## config.mk

```make
export PLATFORM = sky130hd
export DESIGN_NAME = twiddle_mult
export DESIGN_NICKNAME = d
export VERILOG_FILES = /design/src/rtl/twiddle_mult_pkg.sv /design/src/rtl/fft_round_sat.sv /design/src/rtl/twiddle_mult.sv
export SDC_FILE = /design/constraint.sdc
export NUM_CORES = 2
export LEC_CHECK = 0
export BUFFER_PORTS_ARGS = -buffer_cell sky130_fd_sc_hd__buf_2
export CORE_MARGIN = 5
export CORE_UTILIZATION = 40
export DETAILED_ROUTE_END_ITERATION = 6
export SYNTH_ARGS = -nofsm -noshare
export SYNTH_HDL_FRONTEND = slang
export SYNTH_SLANG_ARGS = --single-unit
```

## constraint.sdc

```tcl
create_clock -name clk -period 12.2 [get_ports clk]
set_input_delay 3.05 -clock clk [delete_from_list [all_inputs] [get_ports clk]]
set_output_delay 3.05 -clock clk [all_outputs]
set_load 0.005 [all_outputs]
```

## src/rtl/twiddle_mult_pkg.sv

```systemverilog
// Shared constants and index helpers for the twiddle rotation datapath.
// A complex word is packed {real, imag}, each component MULT_WIDTH bits,
// two's complement, twiddles in Q1.(MULT_WIDTH-1).
package twiddle_mult_pkg;

  // Default component width for the whole FFT datapath.
  localparam int MULT_WIDTH_DEF = 18;

  // Imaginary component always starts at bit 0 of a packed complex word.
  localparam int IM_LSB = 0;

  // Real component occupies the upper half of a packed complex word.
  function automatic int re_msb(input int w);
    return 2 * w - 1;
  endfunction

  function automatic int re_lsb(input int w);
    return w;
  endfunction

  function automatic int im_msb(input int w);
    return w - 1;
  endfunction

  // Number of fractional bits in a Q1.(w-1) twiddle component.
  function automatic int frac_bits(input int w);
    return w - 1;
  endfunction

endpackage

```

## src/rtl/fft_round_sat.sv

```systemverilog
// Round-half-up and saturate one full-precision component sum back to
// W bits. Purely combinational; the caller registers the result.
module fft_round_sat
  import twiddle_mult_pkg::*;
#(
  parameter int W = MULT_WIDTH_DEF
) (
  input  logic signed [2*W:0] sum,
  output logic [W-1:0]        y,
  output logic                sat
);

  localparam int FRAC = frac_bits(W);

  // Half an output LSB, added before the truncating shift.
  localparam logic signed [2*W:0] RND = {{(2*W){1'b0}}, 1'b1} << (FRAC - 1);

  localparam logic [W-1:0] POS_MAX = {1'b0, {(W-1){1'b1}}};
  localparam logic [W-1:0] NEG_MIN = {1'b1, {(W-1){1'b0}}};

  logic signed [2*W:0] rounded;
  logic signed [2*W:0] shifted;
  logic                in_range;

  // Round, scale, and clamp to the nearest representable bound on overflow.
  // The value fits in W bits exactly when every bit from the W-bit sign
  // position upward is a copy of the same sign.
  always_comb begin
    rounded  = sum + RND;
    shifted  = rounded >>> FRAC;
    in_range = (&shifted[2*W:W-1]) || (~|shifted[2*W:W-1]);
    sat      = !in_range;
    y        = shifted[W-1:0];
    if (!in_range) begin
      y = shifted[2*W] ? NEG_MIN : POS_MAX;
    end
  end

endmodule

```

## src/rtl/twiddle_mult.sv

```systemverilog
// Three-stage complex twiddle multiplier for an FFT butterfly.
// ob = ib * iw (rounded, saturated), oa = ia delayed to line up with ob.
// The whole pipeline advances together whenever the output register is
// empty or being accepted, so stalls back up to i_ready in one cycle.
module twiddle_mult
  import twiddle_mult_pkg::*;
#(
  parameter int MULT_WIDTH = MULT_WIDTH_DEF
) (
  input  logic                    clk,
  input  logic                    rst,
  input  logic                    i_valid,
  output logic                    i_ready,
  input  logic [2*MULT_WIDTH-1:0] ia,
  input  logic [2*MULT_WIDTH-1:0] ib,
  input  logic [2*MULT_WIDTH-1:0] iw,
  output logic                    o_valid,
  input  logic                    o_ready,
  output logic [2*MULT_WIDTH-1:0] oa,
  output logic [2*MULT_WIDTH-1:0] ob,
  output logic                    o_sat
);

  localparam int W      = MULT_WIDTH;
  localparam int CW     = 2 * W;
  localparam int RE_MSB = re_msb(W);
  localparam int RE_LSB = re_lsb(W);
  localparam int IM_MSB = im_msb(W);

  logic adv;

  // Stage 1: registered operands.
  logic          s1_valid_reg;
  logic [CW-1:0] s1_a_reg;
  logic [CW-1:0] s1_b_reg;
  logic [CW-1:0] s1_w_reg;

  // Stage 2: four partial products.
  logic                 s2_valid_reg;
  logic [CW-1:0]        s2_a_reg;
  logic signed [CW-1:0] s2_rr_reg;
  logic signed [CW-1:0] s2_ii_reg;
  logic signed [CW-1:0] s2_ri_reg;
  logic signed [CW-1:0] s2_ir_reg;

  // Stage 3: output register.
  logic          o_valid_reg;
  logic [CW-1:0] oa_reg;
  logic [CW-1:0] ob_reg;
  logic          o_sat_reg;

  // Component views of stage 1, sign-extended to product width.
  logic signed [W-1:0]  br, bi, wr, wi;
  logic signed [CW-1:0] br_x, bi_x, wr_x, wi_x;

  // Combined sums, index 0 = real, 1 = imag, one bit wider than a product.
  logic signed [CW:0] sum_arr [2];
  logic [W-1:0]       rs_y    [2];
  logic               rs_sat  [2];

  assign adv     = !o_valid_reg || o_ready;
  assign i_ready = adv;

  assign br = s1_b_reg[RE_MSB:RE_LSB];
  assign bi = s1_b_reg[IM_MSB:IM_LSB];
  assign wr = s1_w_reg[RE_MSB:RE_LSB];
  assign wi = s1_w_reg[IM_MSB:IM_LSB];

  assign br_x = $signed({{W{br[W-1]}}, br});
  assign bi_x = $signed({{W{bi[W-1]}}, bi});
  assign wr_x = $signed({{W{wr[W-1]}}, wr});
  assign wi_x = $signed({{W{wi[W-1]}}, wi});

  // A W x W signed product always fits in 2W bits (even -1.0 * -1.0);
  // the sum of two of them needs one extra bit.
  assign sum_arr[0] = $signed({s2_rr_reg[CW-1], s2_rr_reg}) - $signed({s2_ii_reg[CW-1], s2_ii_reg});
  assign sum_arr[1] = $signed({s2_ri_reg[CW-1], s2_ri_reg}) + $signed({s2_ir_reg[CW-1], s2_ir_reg});

  generate
    for (genvar gi = 0; gi < 2; gi++) begin : g_round_sat
      fft_round_sat #(
        .W(W)
      ) u_round_sat (
        .sum(sum_arr[gi]),
        .y  (rs_y[gi]),
        .sat(rs_sat[gi])
      );
    end
  endgenerate

  // Stage 1: capture the offered word (or a bubble) when the pipe advances.
  always_ff @(posedge clk) begin
    if (rst) begin
      s1_valid_reg <= 1'b0;
      s1_a_reg     <= '0;
      s1_b_reg     <= '0;
      s1_w_reg     <= '0;
    end else if (adv) begin
      s1_valid_reg <= i_valid;
      s1_a_reg     <= ia;
      s1_b_reg     <= ib;
      s1_w_reg     <= iw;
    end
  end

  // Stage 2: register the four cross products and carry ia along.
  always_ff @(posedge clk) begin
    if (rst) begin
      s2_valid_reg <= 1'b0;
      s2_a_reg     <= '0;
      s2_rr_reg    <= '0;
      s2_ii_reg    <= '0;
      s2_ri_reg    <= '0;
      s2_ir_reg    <= '0;
    end else if (adv) begin
      s2_valid_reg <= s1_valid_reg;
      s2_a_reg     <= s1_a_reg;
      s2_rr_reg    <= br_x * wr_x;
      s2_ii_reg    <= bi_x * wi_x;
      s2_ri_reg    <= br_x * wi_x;
      s2_ir_reg    <= bi_x * wr_x;
    end
  end

  // Stage 3: register the rounded, saturated rotation; saturation is only
  // flagged for real words so bubbles never carry a stale o_sat.
  always_ff @(posedge clk) begin
    if (rst) begin
      o_valid_reg <= 1'b0;
      oa_reg      <= '0;
      ob_reg      <= '0;
      o_sat_reg   <= 1'b0;
    end else if (adv) begin
      o_valid_reg <= s2_valid_reg;
      oa_reg      <= s2_a_reg;
      ob_reg      <= {rs_y[0], rs_y[1]};
      o_sat_reg   <= s2_valid_reg && (rs_sat[0] || rs_sat[1]);
    end
  end

  assign o_valid = o_valid_reg;
  assign oa      = oa_reg;
  assign ob      = ob_reg;
  assign o_sat   = o_sat_reg;

endmodule

```

==> key figures <==
Outcome
  – Status: finished, final reports clean

Timing
  – Tightest Pin Transition: 1270 ps
  – Max Clock Freq: 123 MHz
  – Max-slew violations: 0
  – Relative slew margins: 0.134
  – Clk_skew: 45.3 ps
  – RSZ-0062 raised after global routing: false
  – Final Hold Viols: 0
  – Clock period minus worst slack: 8140 ps
  – Sum of negative setup slack: 0 ps
  – Final setup viols: 0
  – Final period utilization: 0.667

CTS
  – Clk_lat worst skew: 660 ps
  – Hold bufs inserted after CTS: 0
  – Htree depth: 2
  – Clock slew seen by the registers of the worst setup and hold paths: 60 ps
  – Clock buffer depth: 3
  – TritonCTS clock tree: built
  – Postcts setup bufs: 0
  – Cells resized by post-CTS repair: 0
  – Cts bufs inserted: 48
  – CTS root buf: clkbuf_16
  – CTS Sinks: 364

Synthesis
  – Synth unique cells: 85
  – Cell taking the most area after synthesis: fa_1
  – Register bit total from synthesis: 364
  – Top FF cell, synth: dfxtp_1
  – Syn Nets: 9392
  – Mean cell area of the mapped netlist: 8.70 um^2
  – Yosys top cell area share: 0.406
  – Post-Syn Area: 64900 um^2
  – Async set-or-reset flop fraction in the synthesized netlist: 0
  – EDFF count, synth: 0
  – Synth warn: 0
  – Sequential share of the synthesized area: 0.112
  – Synth Instances: 7454
  – Main area contributors after synthesis: fa_1 (41%), dfxtp_1 (11%), ha_1 (9.8%)

Floorplan
  – Die footprint: 170000 um^2
  – Die Span Y: 413 um
  – Core region area: 161000 um^2
  – Die W: 413 um
  – # rows: 147
  – I/O pins: 187
  – Initial Util: 0.403

Route
  – Antenna Nets Post-Route: 0
  – TritonRoute pass-1 iters: 5
  – Initial DRC Count: 3178
  – DR vias/cell: 5.12
  – Total number of vias: 49.0k
  – WL final: 187 mm
  – DRC violations left: 0
  – Routed wire length per instance: 19.5 um

Cells and area
  – Final nets: 9296
  – Share of layout cells above drive strength 1: 0.0575
  – Design Area, Final: 69300 um^2
  – P&R area growth vs syn: 6.85%

Worst hold path
  – WHS Path Cells: 2
  – Hold crit path type: reg2reg
  – Hold endpoint: oa[35]$_SDFFE_PP0P_
  – Hold_sp: oa[35]$_SDFFE_PP0P_

Global routing
  – Initial antenna violation count: 21
  – Largest net degree at the start of global routing: 153
  – GRT overflow: 0
  – Vias in the first global route: 51.8k
  – Total Routing Usage GR: 0.224
  – First-pass GRT wire length: 299 mm

Setup path
  – Critical path type: reg2reg
  – Setup crit end kind: flip-flop
  – R2r setup slk: 4060 ps
  – CP arrival: 8720 ps
  – Startpoint types: flip-flop
  – Reg-to-Reg Start: s1_w_reg[0]$_SDFFE_PP0P_
  – Crit-path max FO: 21
  – R2R depth: 22
  – RR Endpoint: s2_ii_reg[27]$_SDFFE_PP0P_
  – Critical Path RT: 12780 ps

Pwr
  – Maximum VDD drop: 0.175 mV
  – Pwr Total: 10900 uW
  – Leakage: 0.0348 uW
  – Cell Pwr Density: 158 nW/um^2

Placed design
  – Port Buffers: 186
  – Dpl hpwl: 139 mm
  – Post-Place Cell Area: 67600 um^2
  – GP Congestion: 0.926

Job
  – Maxcap violations: 0
==> stage by stage <==
step / hold WS [ps] / util / instances / setup WS, ps
CTS: 450 / 0.431 / 9557 / 4310
global placement: 438 / 0.420 / 9468 / 4460
global route: 470 / 0.431 / 9559 / 3790
floorplan: 425 / - / 7454 / 5210
finish: 446 / 0.431 / 9568 / 4060
detailed placement: 442 / 0.420 / 9468 / 4320
==> report_power, final <==
part           internal [uW]  switching (uW)  total, uW  leakage (uW)
registers               1450             236       1690       0.00302
logic                   2980            4710       7690        0.0309
clock network            899             653       1550      0.000819
==> logic make-up (layout without fill, tap and decap cells) <==
logic type               after synthesis  after routing  synth area share
XOR/XNOR                             167            167            0.0227
other                                  0             11                 0
multiplexers                           4              4          0.000617
adder cells (fa/ha/maj)             1826           1826             0.504
AO/OA/AOI/OAI                        827            827            0.0790
AND/OR/NAND/NOR                     2291           2291             0.166
flip-flops                           364            364             0.112
buffers and inverters               1975           1918             0.115
==> Yosys cell counts, drive strengths merged, types with 5 or more instances <==
cell / n
a2111oi: 6
a211oi: 62
a21o: 79
a21oi: 410
a22o: 5
a31oi: 17
and2: 657
and3: 14
buf: 10
clkbuf: 404
dfxtp: 364
fa: 1316
ha: 510
inv: 1560
nand2: 1222
nand2b: 36
nand3: 30
nand4: 18
nand4b: 5
nor2: 198
nor2b: 17
nor3: 43
o2111ai: 6
o211ai: 12
o21a: 17
o21ai: 130
o21bai: 17
o221ai: 6
o22ai: 5
o31ai: 11
or2: 11
or3: 16
or4: 7
xnor2: 121
xor2: 46
==> how the worst max path moves through the flow <==
stage                     depth (start not counted)                          to                     start  slack (ps)
after detailed placement                         22  s2_ii_reg[27]$_SDFFE_PP0P_  s1_w_reg[0]$_SDFFE_PP0P_        4320
final                                            22  s2_ii_reg[27]$_SDFFE_PP0P_  s1_w_reg[0]$_SDFFE_PP0P_        4060
after floorplan                                   5                     i_ready                   o_ready        5210
after global routing                             22  s2_ii_reg[27]$_SDFFE_PP0P_  s1_w_reg[0]$_SDFFE_PP0P_        3790
after global placement                           22  s2_ii_reg[27]$_SDFFE_PP0P_  s1_w_reg[0]$_SDFFE_PP0P_        4460
after CTS                                        22  s2_ii_reg[27]$_SDFFE_PP0P_  s1_w_reg[0]$_SDFFE_PP0P_        4310
==> cell usage in the layout (no fill, tap or decap), types with 36 or more instances in the layout <==
master / Yosys / final
clkbuf_16: 0 / 49
xnor2_1: 120 / 120
nor2_1: 197 / 196
a21o_1: 79 / 79
and2_1: 657 / 657
ha_1: 510 / 510
buf_2: 2 / 185
a21oi_1: 406 / 406
o21ai_0: 117 / 117
buf_4: 1 / 79
fa_1: 1316 / 1316
a211oi_1: 41 / 41
nand2_1: 1213 / 1213
inv_1: 1560 / 1559
nor3_1: 41 / 41
nand2b_1: 36 / 36
xor2_1: 46 / 46
dfxtp_1: 364 / 360
==> layer usage <==
| layer | GRT usage | vias to the layer above | wire (um) |
|---|---|---|---|
| met5 | 0 | - | 77 |
| met4 | 0.0663 | 12 | 6260 |
| met3 | 0.0544 | 280 | 15900 |
| met2 | 0.344 | 1526 | 81100 |
| met1 | 0.315 | 25100 | 83400 |
| li1 | - | 22100 | - |
==> area by class of cell <==
class / instances / area (um^2)
timing repair buffer: 268 / 1590
clock inverter: 29 / 370
multi-input combinational: 5115 / 50200
fill: 16000 / 91600
antenna: 11 / 27.5
clock buffer: 60 / 1310
inverter: 1561 / 5870
sequential: 364 / 7290
tap: 2160 / 2700
==> critical path, cell delays in order (launching register included) <==
cell	delay (ps)
dfxtp_1	1040
buf_4	490
nand2_1	170
fa_1	520
inv_1	70
fa_1	500
inv_1	50
fa_1	460
fa_1	510
inv_1	50
fa_1	520
inv_1	50
fa_1	470
inv_1	40
ha_1	370
and3_1	200
nand3_1	160
a2111oi_0	1080
nor3_1	330
o21ai_0	310
a211oi_1	100
or4_1	440
a21oi_1	150
(Power assumes the default switching activity.)
